**src/rtl/dly_line_prog.sv**
```systemverilog
// Programmable-depth clocked delay line: Z is I delayed by SEL+1 cycles, qualified by VALID.
// Optional macro DLY_LINE_EDGE_DET_EN adds per-bit RISE/FALL pulse outputs.
module dly_line_prog #(
  parameter int WIDTH = 1,
  parameter int DEPTH = 8,
  localparam int SELW = $clog2(DEPTH)
) (
  input  logic             CLK,
  input  logic             RN,
  input  logic             CE,
  input  logic [WIDTH-1:0] I,
  input  logic [SELW-1:0]  SEL,
  output logic [WIDTH-1:0] Z,
  output logic             VALID
`ifdef DLY_LINE_EDGE_DET_EN
  ,
  output logic [WIDTH-1:0] RISE,
  output logic [WIDTH-1:0] FALL
`endif
);

  localparam int CW = $clog2(DEPTH + 1);
  localparam logic [SELW-1:0] MAX_SEL = SELW'(DEPTH - 1);
  localparam logic [CW-1:0]   FULL    = CW'(DEPTH);
  localparam logic [CW-1:0]   INC     = {{(CW-1){1'b0}}, 1'b1};
  localparam logic [CW:0]     ONE     = {{CW{1'b0}}, 1'b1};

  localparam logic [1:0] FILL   = 2'd0;
  localparam logic [1:0] RUN    = 2'd1;
  localparam logic [1:0] SWITCH = 2'd2;

  logic [WIDTH-1:0] stage [DEPTH];
  logic [WIDTH-1:0] z_hold;
  logic [SELW-1:0]  sel_q;
  logic [SELW-1:0]  sel_c;
  logic [CW-1:0]    fill_cnt;
  logic [CW-1:0]    fill_nxt;
  logic [CW:0]      fill_ext;
  logic [1:0]       state;

  function automatic logic [SELW-1:0] clamp_sel(input logic [SELW-1:0] s);
    return (s > MAX_SEL) ? MAX_SEL : s;
  endfunction

  // History depth (in CE edges) needed before a given select produces valid data.
  function automatic logic [CW:0] need_fill(input logic [SELW-1:0] s);
    return {{(CW + 1 - SELW){1'b0}}, s} + ONE;
  endfunction

  always_comb begin
    sel_c    = clamp_sel(SEL);
    fill_nxt = fill_cnt;
    if (CE && (fill_cnt != FULL))
      fill_nxt = fill_cnt + INC;
    fill_ext = {1'b0, fill_nxt};
  end

  always_comb begin
    VALID = (state == RUN);
    Z     = (state == RUN) ? stage[sel_q] : z_hold;
  end

  always_ff @(posedge CLK) begin
    if (!RN) begin
      for (int k = 0; k < DEPTH; k++)
        stage[k] <= '0;
      z_hold   <= '0;
      sel_q    <= '0;
      fill_cnt <= '0;
      state    <= FILL;
    end else begin
      if (CE) begin
        stage[0] <= I;
        for (int k = 1; k < DEPTH; k++)
          stage[k] <= stage[k-1];
      end
      fill_cnt <= fill_nxt;
      if (state == RUN)
        z_hold <= Z;
      case (state)
        FILL: begin
          if (sel_c != sel_q)
            sel_q <= sel_c;
          else if (fill_ext >= need_fill(sel_q))
            state <= RUN;
        end
        RUN: begin
          // A select change costs one hold cycle if history suffices, else a refill.
          if (sel_c != sel_q) begin
            sel_q <= sel_c;
            state <= (fill_ext >= need_fill(sel_c)) ? SWITCH : FILL;
          end
        end
        SWITCH: state <= RUN;
        default: state <= FILL;
      endcase
    end
  end

`ifdef DLY_LINE_EDGE_DET_EN
  logic [WIDTH-1:0] z_prev;

  always_ff @(posedge CLK) begin
    if (!RN)
      z_prev <= '0;
    else
      z_prev <= Z;
  end

  always_comb begin
    RISE = {WIDTH{VALID}} & Z & ~z_prev;
    FALL = {WIDTH{VALID}} & ~Z & z_prev;
  end
`else
  // Edge-detect outputs and their history register are not built.
`endif

endmodule

```
**config.mk**
```make
export PLATFORM = sky130hd
export DESIGN_NAME = dly_line_prog
export DESIGN_NICKNAME = d
export VERILOG_FILES = /design/src/rtl/dly_line_prog.sv
export SDC_FILE = /design/constraint.sdc
export NUM_CORES = 1
export LEC_CHECK = 0
export BUFFER_PORTS_ARGS = -buffer_cell sky130_fd_sc_hd__buf_2
export CAP_MARGIN = 0
export CORE_MARGIN = 2
export CORE_UTILIZATION = 55
export CTS_BUF_LIST = sky130_fd_sc_hd__clkbuf_2 sky130_fd_sc_hd__clkbuf_4 sky130_fd_sc_hd__clkbuf_8
export DETAILED_ROUTE_END_ITERATION = 10
export GPL_TIMING_DRIVEN = 0
export PLACE_DENSITY_LB_ADDON = 0.3
export SETUP_SLACK_MARGIN = 0.4
export SLEW_MARGIN = 20
export SYNTH_ARGS = -nofsm -noshare
export SYNTH_HDL_FRONTEND = slang
export SYNTH_SLANG_ARGS = --single-unit
```
**constraint.sdc**
```tcl
create_clock -name CLK -period 3.37 [get_ports CLK]
set_clock_uncertainty 0.05 [all_clocks]
set_input_delay 0.337 -clock CLK [delete_from_list [all_inputs] [get_ports CLK]]
set_output_delay 0.337 -clock CLK [all_outputs]
set_load 0.03 [all_outputs]
```
# Yosys cells after proc, flatten, opt, wreduce, memory -nomap -nowiden

Memory sizes are Yosys's and may differ from the RTL's. A register that Yosys moved wholly into a read port is not among the register bits.
Cells that the tools add are included.

Bitwise gates (word level): 8
Muxes and demuxes: 22
Order comparisons: 3
Eq/ne operators: 7
Reduce and logical (&&, ||, !) cells: 5
Add/subtract/negate cells: 3

Operator list:

| cell                                                                     | count |
|---|---|
| 1-bit 2-to-1 mux                                                         | 13 |
| 3-bit 2-to-1 mux                                                         | 3 |
| 3-bit by 1-bit adder with 4-bit output (second input constant)           | 2 |
| 4-bit >= comparator                                                      | 2 |
| 2-bit 2-to-1 mux                                                         | 4 |
| 1-bit OR                                                                 | 8 |
| 2-bit one-hot mux with 3 select lines                                    | 1 |
| 4-bit by 1-bit adder with 4-bit output (second input constant)           | 1 |
| 4-bit 2-to-1 mux                                                         | 1 |
| 2-bit inequality test (second input constant)                            | 2 |
| 4-bit inequality test (second input constant)                            | 1 |
| 3-bit > comparator (second input constant)                               | 1 |
| 3-bit inequality test                                                    | 1 |
| 3-bit AND reduction                                                      | 1 |
| 2-bit by 1-bit == test with 1-bit output (second input constant)         | 1 |
| 2-bit == test (second input constant)                                    | 1 |
| 2-bit logical NOT                                                        | 1 |
| 2-bit by 1-bit inequality test with 1-bit output (second input constant) | 1 |
| 2-bit AND reduction                                                      | 1 |
| 2-bit OR reduction                                                       | 1 |
| 1-bit logical AND                                                        | 1 |

Bits in writable memories: 8
Register bits: 10
Logic and storage cells: 53
Input port bits: 7
Memories kept: 1

Memories:

| memory | words | bits a word | rd ports | clocked after memory_dff | write ports | RTL line | text |
|---|---|---|---|---|---|---|---|
| stage  | 8     | 1           | 8        | 1                        | 8           | 32       | `logic [WIDTH-1:0] stage [DEPTH];` |

# Depth between registers and ports, before layout

Gate-level depths: netlist of run 1.

Depth after elaboration: 7
Depth in mapped cells: 10
Mapped depth without buffers: 10

# Worst setup path after synthesis of run 1

No wires, ideal clock.

Path type: register to register
Start point: register fill_cnt[0]
End point: register state[0]
Data required time: 3.205 ns
Data arrival time: 1.715 ns
Cell stages (with the launch flop): 11
Library setup time: 0.115 ns
Path slack: 1.489 ns
Cells stage by stage: dfxtp_1 > inv_1 > ha_1 > nand2_1 > o21ai_2 > xnor2_1 > ha_1 > nand2b_1 > a21oi_1 > o21ai_0 > and3_1

Word-level cells in the longest chain between the ends: 6
Elaborated cells on any way between the ends: 7

Ends and longest elaborated chain:

| element                                                                                        | RTL line | text |
|---|---|---|
| start: declaration                                                                             | 36       | `logic [CW-1:0] fill_cnt;` |
| start signal: assignment                                                                       | 77       | `fill_cnt <= fill_nxt;` |
| parallel branches: the longest is 2 deep, another holds 4-bit by 1-bit adder with 4-bit output | -        |  |
| 4-bit 2-to-1 mux (*)                                                                           | 53       | `if (CE && (fill_cnt != FULL))` |
| 4-bit >= comparator (*)                                                                        | 84       | `else if (fill_ext >= need_fill(sel_q))` |
| 2-bit inequality test (no source line) (*)                                                     | -        |  |
| 3-bit AND reduction (no source line) (*)                                                       | -        |  |
| end signal: assignment                                                                         | 91       | `state <= (fill_ext >= need_fill(sel_c)) ? SWITCH : FILL;` |
| end: declaration                                                                               | 39       | `logic [1:0] state;` |

Mark *: on every way between the ends.
A chain may end at the register's enable or synchronous reset.

# Final worst setup path of run 1

Ends and elaborated chain as after synthesis.

==> out/qor.csv, run 1 <==
stage,metric,value,unit
outcome,status,completed,
finish,Ant. Diodes,0,
placed_design,Cells after DPL,153,
clock_network,CTS tree,built,
route,Iteration-0 DRC Markers,9,
worst_setup_path,Critical Path Slowest Stage Cell,dfxtp_1,
logic_synthesis,"Async S/R FF share, synth",0,%
power,Max IR drop VDD,0.231,mV
clock_network,worst skew pair latency,300,ps
logic_synthesis,cell count after synthesis,118,
logic_synthesis,post-synthesis simple-gate area fraction,18.5,%
worst_setup_path,Critical Path Fanout Max,3,
clock_network,clock root cell,clkbuf_4,
power,Static Leak,0.571,nW
logic_synthesis,Main synth FF type,dfxtp_1,
logic_synthesis,synthesis warning total,0,
logic_synthesis,synthesized cell area,1190,µm²
route,Wirelength per Cell,12.0,µm
power,total power,0.486,mW
worst_setup_path,Startpoint Class,flip-flop,
timing,fmax,474,MHz
power,clock share of power,26.3,%
die,die width,50.5,µm
logic_synthesis,Synth area leader,dfxtp_1,
route,DR pass1 iterations,3,
die,die height,50.5,µm
global_route,grt ovf,0,
timing,Slew Limit Fails,0,
die,full die area,2550,µm²
power,sw power,0.126,mW
logic_synthesis,"EDFF count, synth",3,
logic_synthesis,area share of the largest cell type after synthesis,30.3,%
global_route,Total GRT Usage,18.0,%
timing,endpoints failing hold,0,
finish,# nets final,151,
route,uppermost layer routed,met4,
placed_design,GP Congestion,0.767,
route,residual DRC count,0,
power,Sw Ratio,25.8,%
placed_design,pre-CTS setup slack,1280,ps
clock_network,CTS buffer count,3,
logic_synthesis,Adder-Cell Fraction of Synth Area,13.7,%
timing,setup slack after layout,1260,ps
clock_network,clock sinks,21,
clock_network,# Post-CTS Setup Buffers,0,
die,Initial Utilization,59.3,%
logic_synthesis,Post-Syn Nets,138,
worst_setup_path,critical path class,flip-flop to flip-flop,
placed_design,# port buffers,8,
logic_synthesis,Compound-Gate Fraction of Synth Area,6.01,%
route,via count,787,
finish,Final Non-Filler Cells,157,
route,routed wire length,1880,µm
hold_path,worst min path class,primary input to flip-flop,
clock_network,"CTS clk-pin slew, worst paths",110,ps
clock_network,post-CTS sizing,0,
logic_synthesis,Area contributors post-synth,"dfxtp_1, ha_1, mux2i_1",
logic_synthesis,sequential area share after synthesis,37.9,%
timing,Final period util,62.6,%
route,Routed Antenna Nets,0,
timing,min Tclk post-route,2110,ps
clock_network,H-tree levels,1,
global_route,initial antenna violation count,0,
global_route,number of global-route vias before repair,796,
worst_setup_path,CP cell instances,inv_1 > ha_1 > nand2_1 > o21ai_2 > xnor2_1 > ha_1 > nand2b_1 > a21oi_1 > o21ai_0 > and3_1,
global_route,first-pass GRT wire length,3400,µm
logic_synthesis,mux share of post-synthesis cell area,13.1,%
clock_network,clk buf depth,2,
power,pwr/cell area,377,nW/µm²
die,I/O pin cnt,9,
power,Reg power frac,56.4,%
finish,share of layout cells above drive strength 1,16.2,%
logic_synthesis,number of synthesized register bits,21,
power,Pint,0.361,mW
logic_synthesis,main combinational cell family by area after synthesis,simple AND/OR/NAND/NOR gates,
finish,P&R area growth vs syn,8.75,%
route,metal2 WL,902,µm
worst_setup_path,critical path's largest stage delay,380,ps
power,Logic pwr share,17.3,%
worst_setup_path,element type at the critical path end,flip-flop,
logic_synthesis,syn_area_per_cell,10.1,µm²
timing,setup violators final,0,
die,num rows,16,
timing,setup TNS,0,ps
timing,Slew headroom,73.1,%
logic_synthesis,Synth Area in XOR/XNOR,5.16,%
flow_run,MaxCap Viol Count,0,
logic_synthesis,synth unique cells,29,
die,floorplan core area,2000,µm²
route,DR vias/cell,5.01,
timing,RSZ-0062 raised after global routing,false,
worst_setup_path,crit path DAT,2270,ps
logic_synthesis,commonest cells in the netlist,"dfxtp_1, mux2i_1, ha_1, nor2b_1, inv_1",
placed_design,HPWL after detailed placement,1460,µm
global_route,largest net degree at the start of global routing,12,
timing,Worst-Margin Slew,404,ps
worst_setup_path,worst path required time,3530,ps
clock_network,Hold Buf Count CTS,0,
route,Met3 Wirelength,26,µm
route,Met1 Wirelength,897,µm
worst_setup_path,"most used cell, CP",ha_1,
logic_synthesis,most common cell in the synthesized netlist,dfxtp_1,
[through the flow]
stage	utilization [%]	instance area [µm²]	hold slack (ps)
floorplan	-	1190	396
global placement	63.0	1260	407
detailed placement	63.0	1260	421
CTS	64.5	1290	242
global route	64.5	1290	267
finish	64.5	1290	250
[worst paths after layout]
check	startpoint	to	slack, ps	cells after the start
min reg2reg	z_hold$_SDFFE_PN0P_	z_hold$_SDFFE_PN0P_	440	2
max reg2reg	fill_cnt[0]$_SDFF_PN0_	state[0]$_SDFFE_PN0P_	1260	10
max	fill_cnt[0]$_SDFF_PN0_	state[0]$_SDFFE_PN0P_	1260	10
min	I	stage[0]$_DFF_P_	250	3
[area by class of cell]
| type | count | area [µm²] |
|---|---|---|
| repair buffers | 8 | 40.0 |
| fillers | 188 | 711 |
| well taps | 27 | 33.8 |
| inverters | 8 | 30.0 |
| multi-input cells | 83 | 671 |
| clock buffers | 4 | 30.0 |
| plain buffers | 6 | 36.3 |
| flip-flops and latches | 21 | 450 |
[layer usage]
layer | GRT usage, % | vias up
li1 | - | 425
met1 | 20.7 | 349
met2 | 31.4 | 8
met3 | 2.68 | 5
met4 | 10.8 | 0
met5 | 0 | -
[cell usage in the layout (no fill, tap or decap), types with 3 or more instances in the layout]
cell / count
and2_1: 4
buf_2: 10
clkbuf_4: 4
dfxtp_1: 18
edfxtp_1: 3
ha_1: 13
inv_1: 8
mux2i_1: 14
nand2_1: 7
nand3_1: 5
nor2b_1: 11
o21ai_0: 3
xnor2_1: 7
[cell families (layout without fill, tap and decap cells)]
family,after synthesis,in the layout
compound gates,10,10
xor+xnor,7,7
fa+ha+maj,13,13
buf+inv,14,26
flops,21,21
mux,15,15
simple gates,38,38
[worst max-delay path, delay by kind of cell, from the launching register on]
kind / cells / cell delay, ps
xor+xnor: 1 / 260
compound gates: 3 / 310
simple gates: 3 / 430
flops: 1 / 380
fa+ha+maj: 2 / 500
buf+inv: 1 / 90
[power groups by stage]
stage	sequential [mW]	clock (mW)	combinational, mW
global placement	0.279	0	0.0802
finish	0.274	0.128	0.0843
CTS	0.274	0.131	0.0858
global route	0.276	0.141	0.0955
floorplan	0.277	0	0.0640
detailed placement	0.280	0	0.0846
Note: power is estimated with default switching activity, not from simulation.
==> run 2: changes to the inputs <==
==> constraint.sdc (replaced) <==
create_clock -name CLK -period 2.21 [get_ports CLK]
set_clock_uncertainty 0.05 [all_clocks]
set_input_delay 0.221 -clock CLK [delete_from_list [all_inputs] [get_ports CLK]]
set_output_delay 0.221 -clock CLK [all_outputs]
set_load 0.03 [all_outputs]
==> run 2 against run 1 <==
  * Total power grew 63%
  * Sequential share of layout area fell by 3.1 points
  * Largest cell class unchanged
  * Setup slack got worse by 960 ps
  * Clock power increased by 50%
  * Critical path depth is 1 lower
  * Global-route usage increased by 1.2 points
  * Utilization is 6.8 points higher
  * Cell count up 3.2%
  * Highest routed layer unchanged
==> out/qor.csv, run 2 (synthesis gave the netlist of run 1 again) <==
stage,metric,value,unit
global_route,initial antenna violation count,0,
route,DR vias/cell,5.24,
placed_design,Cells after DPL,153,
worst_setup_path,R2R cell count,9,
power,Static Leak,0.625,nW
worst_setup_path,critical path class,flip-flop to flip-flop,
worst_setup_path,crit path DAT,2080,ps
global_route,first-pass GRT wire length,3620,µm
timing,RSZ-0062 raised after global routing,true,
route,via count,849,
clock_network,worst skew pair latency,330,ps
timing,fmax,523,MHz
worst_setup_path,worst r2r dst,state[1]$_SDFFE_PN0P_,
global_route,grt ovf,0,
finish,# nets final,156,
worst_setup_path,worst path required time,2380,ps
placed_design,# port buffers,8,
finish,register area,454,µm²
finish,Ant. Diodes,0,
finish,"commonest non-fill, non-tap cells in the layout","dfxtp_1, mux2i_1, nor2b_1",
clock_network,clock sinks,21,
finish,filler instances,148,
hold_path,Hold Crit Endpoint,stage[0]$_DFF_P_,
route,Wirelength per Cell,13.5,µm
power,Max IR drop VDD,0.400,mV
route,residual DRC count,0,
placed_design,HPWL after detailed placement,1610,µm
worst_setup_path,Startpoint Class,flip-flop,
finish,P&R area growth vs syn,20.2,%
finish,Final Non-Filler Cells,162,
timing,Final period util,86.5,%
timing,min Tclk post-route,1910,ps
hold_path,worst min path class,primary input to flip-flop,
timing,worst hold margin,137,ps
global_route,largest net degree at the start of global routing,13,
placed_design,Placed Area,1330,µm²
die,full die area,2550,µm²
hold_path,min-delay src,I,
hold_path,hold path cells,3,
finish,fin area,1430,µm²
finish,footprint of the multi-input gates,766,µm²
timing,setup violators final,0,
timing,Slew Limit Fails,0,
timing,endpoints failing hold,0,
worst_setup_path,reg2reg start,fill_cnt[1]$_SDFF_PN0_,
timing,setup TNS,0,ps
die,num rows,16,
clock_network,clock root cell,clkbuf_4,
global_route,number of global-route vias before repair,850,
power,pwr/cell area,554,nW/µm²
route,Iteration-0 DRC Markers,8,
global_route,Total GRT Usage,19.3,%
route,routed wire length,2180,µm
die,die height,50.5,µm
clock_network,H-tree levels,1,
timing,Worst-Margin Slew,388,ps
finish,Finished Core Util,71.3,%
placed_design,pre-CTS setup slack,208,ps
worst_setup_path,Critical Path Fanout Max,3,
clock_network,CTS tree,built,
finish,share of layout cells above drive strength 1,30.4,%
clock_network,Hold Buf Count CTS,0,
clock_network,clk buf depth,2,
route,Routed Antenna Nets,0,
timing,setup slack after layout,299,ps
worst_setup_path,element type at the critical path end,flip-flop,
clock_network,CTS buffer count,3,
worst_setup_path,worst reg-to-reg setup slack,300,ps
power,total power,0.791,mW
outcome,status,completed,
flow_run,MaxCap Viol Count,0,
die,Initial Utilization,59.3,%
timing,Slew headroom,74.1,%
die,I/O pin cnt,9,
route,DR pass1 iterations,4,
die,floorplan core area,2000,µm²
clock_network,"CTS clk-pin slew, worst paths",130,ps
die,die width,50.5,µm
finish,"most common cell after layout, fill and taps aside",dfxtp_1,
placed_design,GP Congestion,0.824,
==> run 2: changes by cell type in the layout (fill, tap and decap cells not counted), sizes merged <==
cell    change
clkinv      +1
buf         +5
clkbuf      -1
==> run 2: per-layer routing <==
| metal | up-vias | wire, µm | share of wire (%) | global-route usage [%] |
|---|---|---|---|---|
| li1 | 429 | - | - | - |
| met1 | 395 | 967 | 44 | 21.2 |
| met2 | 18 | 1060 | 48 | 31.4 |
| met3 | 7 | 85 | 3.9 | 6.25 |
| met4 | 0 | 71 | 3.3 | 13.1 |
| met5 | - | 0 | 0 | 0 |
==> run 2: final cells by class <==
type | instances | area share, %
Tap cell | 27 | 2.37
Clock buffer | 3 | 1.58
Timing Repair Buffer | 13 | 5.61
Inverter | 8 | 2.10
Multi-Input combinational cell | 83 | 53.6
Buffer | 6 | 2.54
Clock inverter | 1 | 0.351
Sequential cell | 21 | 31.8
==> run 2: what timing repair did <==
item / CTS / global route
setup buffers: 4 / 1
gates resized for setup: 2 / 7
endpoints found under the hold margin: 0 / 0
pin swaps: 2 / 3
cloned: 0 / 0
endpoints found under the setup margin: 2 / 3
==> run 2: worst max-delay path, cell delays in order (launching register included) <==
cell and delay (ps):
dfxtp_2 360, inv_2 60, ha_4 140, nand2_4 50
o21ai_4 170, mux2_4 360, ha_4 210, o21ai_1 90
a21oi_2 80, o2111a_1 220
==> run 2: how the worst max path moves through the flow <==
stage,start,end,slack (ps),depth (start not counted)
after floorplan,fill_cnt[0]$_SDFF_PN0_,state[1]$_SDFFE_PN0P_,390,9
after global placement,CE,state[0]$_SDFFE_PN0P_,290,8
after detailed placement,CE,state[0]$_SDFFE_PN0P_,210,8
after CTS,fill_cnt[1]$_SDFF_PN0_,state[1]$_SDFFE_PN0P_,270,9
after global routing,fill_cnt[1]$_SDFF_PN0_,state[0]$_SDFFE_PN0P_,200,10
final,fill_cnt[1]$_SDFF_PN0_,state[1]$_SDFFE_PN0P_,300,9
==> run 2: report_power, final <==
part	internal, mW	leakage [nW]	switching, mW
sequential	0.405	0.182	0.0149
clock	0.0680	0.0177	0.124
combinational	0.0931	0.425	0.0868
==> run 3: changes to the inputs <==
==> constraint.sdc (replaced) <==
create_clock -name CLK -period 2.21 [get_ports CLK]
set_clock_uncertainty 0.05 [all_clocks]
set_input_delay 0.221 -clock CLK [delete_from_list [all_inputs] [get_ports CLK]]
set_output_delay 0.221 -clock CLK [all_outputs]
set_load 0.005 [all_outputs]
==> run 3 against run 2 <==
  * Die area unchanged
  * Maximum frequency grew 0.11%
  * First-iteration DRC count is 25% lower
  * Hold slack hardly changed
  * Sequential cell count unchanged
  * Combinational power shrank 4%
==> out/qor.csv, run 3 (synthesis gave the netlist of run 1 again) <==
stage,metric,value,unit
outcome,status,completed,
worst_setup_path,worst reg-to-reg setup slack,300,ps
timing,setup violators final,0,
worst_setup_path,CP cell instances,inv_2 > ha_4 > nand2_4 > o21ai_4 > mux2_4 > ha_4 > o21ai_1 > a21oi_2 > o2111a_1,
finish,Ant. Diodes,0,
route,residual DRC count,0,
finish,filler instances,148,
flow_run,MaxCap Viol Count,0,
global_route,initial antenna violation count,0,
worst_setup_path,Critical Path Fanout Max,3,
placed_design,Cells after DPL,153,
timing,Final period util,86.4,%
power,Static Leak,0.621,nW
timing,setup TNS,0,ps
finish,"most common cell after layout, fill and taps aside",dfxtp_1,
placed_design,HPWL after detailed placement,1610,µm
route,Routed Antenna Nets,0,
worst_setup_path,critical path buffer and inverter count,1,
worst_setup_path,Startpoint Class,flip-flop,
worst_setup_path,critical path's largest stage delay,360,ps
timing,Worst-Margin Slew,388,ps
timing,setup slack after layout,302,ps
worst_setup_path,worst path required time,2380,ps
power,sw power,0.223,mW
timing,fmax,524,MHz
die,I/O pin cnt,9,
route,routed wire length,2150,µm
die,floorplan core area,2000,µm²
route,Iteration-0 DRC Markers,6,
worst_setup_path,"most used cell, CP",ha_4,
die,Initial Utilization,59.3,%
clock_network,CTS tree,built,
power,Pint,0.562,mW
finish,register area,454,µm²
route,Wirelength per Cell,13.4,µm
power,Max IR drop VDD,0.403,mV
clock_network,"CTS clk-pin slew, worst paths",130,ps
finish,footprint of the multi-input gates,762,µm²
power,Sw Ratio,28.4,%
clock_network,H-tree levels,1,
hold_path,min-delay src,I,
timing,Slew headroom,74.1,%
die,full die area,2550,µm²
power,pwr/cell area,555,nW/µm²
timing,Slew Limit Fails,0,
worst_setup_path,critical path class,flip-flop to flip-flop,
finish,# nets final,155,
worst_setup_path,element type at the critical path end,flip-flop,
worst_setup_path,reg2reg start,fill_cnt[1]$_SDFF_PN0_,
placed_design,# port buffers,8,
finish,"commonest non-fill, non-tap cells in the layout","dfxtp_1, mux2i_1, nor2b_1",
die,die height,50.5,µm
timing,min Tclk post-route,1910,ps
die,die width,50.5,µm
global_route,largest net degree at the start of global routing,13,
clock_network,clock root cell,clkbuf_4,
finish,Final Non-Filler Cells,161,
worst_setup_path,Critical Path Slowest Stage Cell,dfxtp_2,
route,DR vias/cell,5.23,
timing,RSZ-0062 raised after global routing,true,
placed_design,GP Congestion,0.824,
global_route,first-pass GRT wire length,3620,µm
hold_path,Hold Crit Endpoint,stage[0]$_DFF_P_,
finish,share of layout cells above drive strength 1,29.1,%
die,num rows,16,
power,clock share of power,24.6,%
route,via count,842,
global_route,grt ovf,0,
worst_setup_path,R2R cell count,9,
clock_network,clk buf depth,2,
clock_network,clock sinks,21,
power,Logic pwr share,22.0,%
placed_design,pre-CTS setup slack,208,ps
timing,endpoints failing hold,0,
worst_setup_path,crit path DAT,2080,ps
worst_setup_path,"delay-heaviest family, CP",compound AO/OA/AOI/OAI gates,
power,total power,0.785,mW
clock_network,CTS buffer count,3,
finish,P&R area growth vs syn,19.1,%
global_route,number of global-route vias before repair,850,
power,Reg power frac,53.4,%
route,DR pass1 iterations,4,
hold_path,worst min path class,primary input to flip-flop,
worst_setup_path,worst r2r dst,state[1]$_SDFFE_PN0P_,
hold_path,hold path cells,3,
global_route,Total GRT Usage,19.3,%
clock_network,worst skew pair latency,330,ps
==> run 3: repair_timing <==
action | CTS | global route
endpoints found under the setup margin | 2 | 2
pin swaps | 2 | 2
buffers inserted | 4 | 0
gates resized for setup | 2 | 5
hold buffers | 0 | 0
==> run 3: power by group through the flow <==
stage               Sequential [mW]  Combinational (mW)  Clock (mW)
floorplan                     0.424               0.119           0
global placement              0.427               0.146           0
detailed placement            0.428               0.157           0
CTS                           0.418               0.169       0.189
global route                  0.421               0.194       0.207
finish                        0.419               0.173       0.193
==> run 3: worst max path at each step <==
stage,cells past startpoint,slack [ps],start,to
after CTS,9,270,fill_cnt[1]$_SDFF_PN0_,state[1]$_SDFFE_PN0P_
final,9,300,fill_cnt[1]$_SDFF_PN0_,state[1]$_SDFFE_PN0P_
after floorplan,9,390,fill_cnt[0]$_SDFF_PN0_,state[1]$_SDFFE_PN0P_
after global routing,10,200,fill_cnt[1]$_SDFF_PN0_,state[0]$_SDFFE_PN0P_
after global placement,8,290,CE,state[0]$_SDFFE_PN0P_
after detailed placement,8,210,CE,state[0]$_SDFFE_PN0P_
==> run 3: metrics by stage <==
step | util (%) | cell area [µm²] | hold slack [ps]
after floorplan | - | 1250 | 340
after global placement | 66.3 | 1330 | 406
after detailed placement | 66.3 | 1330 | 426
after CTS | 69.6 | 1390 | 144
after global routing | 70.6 | 1410 | 166
final | 70.6 | 1410 | 136
==> run 3: metal layers <==
layer / wire, µm / up-vias / track usage (%)
met2: 1060 / 13 / 31.4
met4: 67 / 0 / 13.1
met1: 956 / 394 / 21.2
met5: 0 / - / 0
met3: 73 / 8 / 6.25
li1: - / 427 / -
==> run 3: area by class of cell <==
| cell class | instances | area share, % |
|---|---|---|
| inverters | 8 | 2.12 |
| multi-input cells | 83 | 53.9 |
| clock inverters | 1 | 0.354 |
| flip-flops and latches | 21 | 32.1 |
| clock buffers | 3 | 1.59 |
| well taps | 27 | 2.39 |
| plain buffers | 6 | 2.57 |
| repair buffers | 12 | 4.96 |
==> run 3: worst min-delay path: stages <==
cell and delay (ps):
buf_2 80, mux2i_1 70, nor2b_1 110
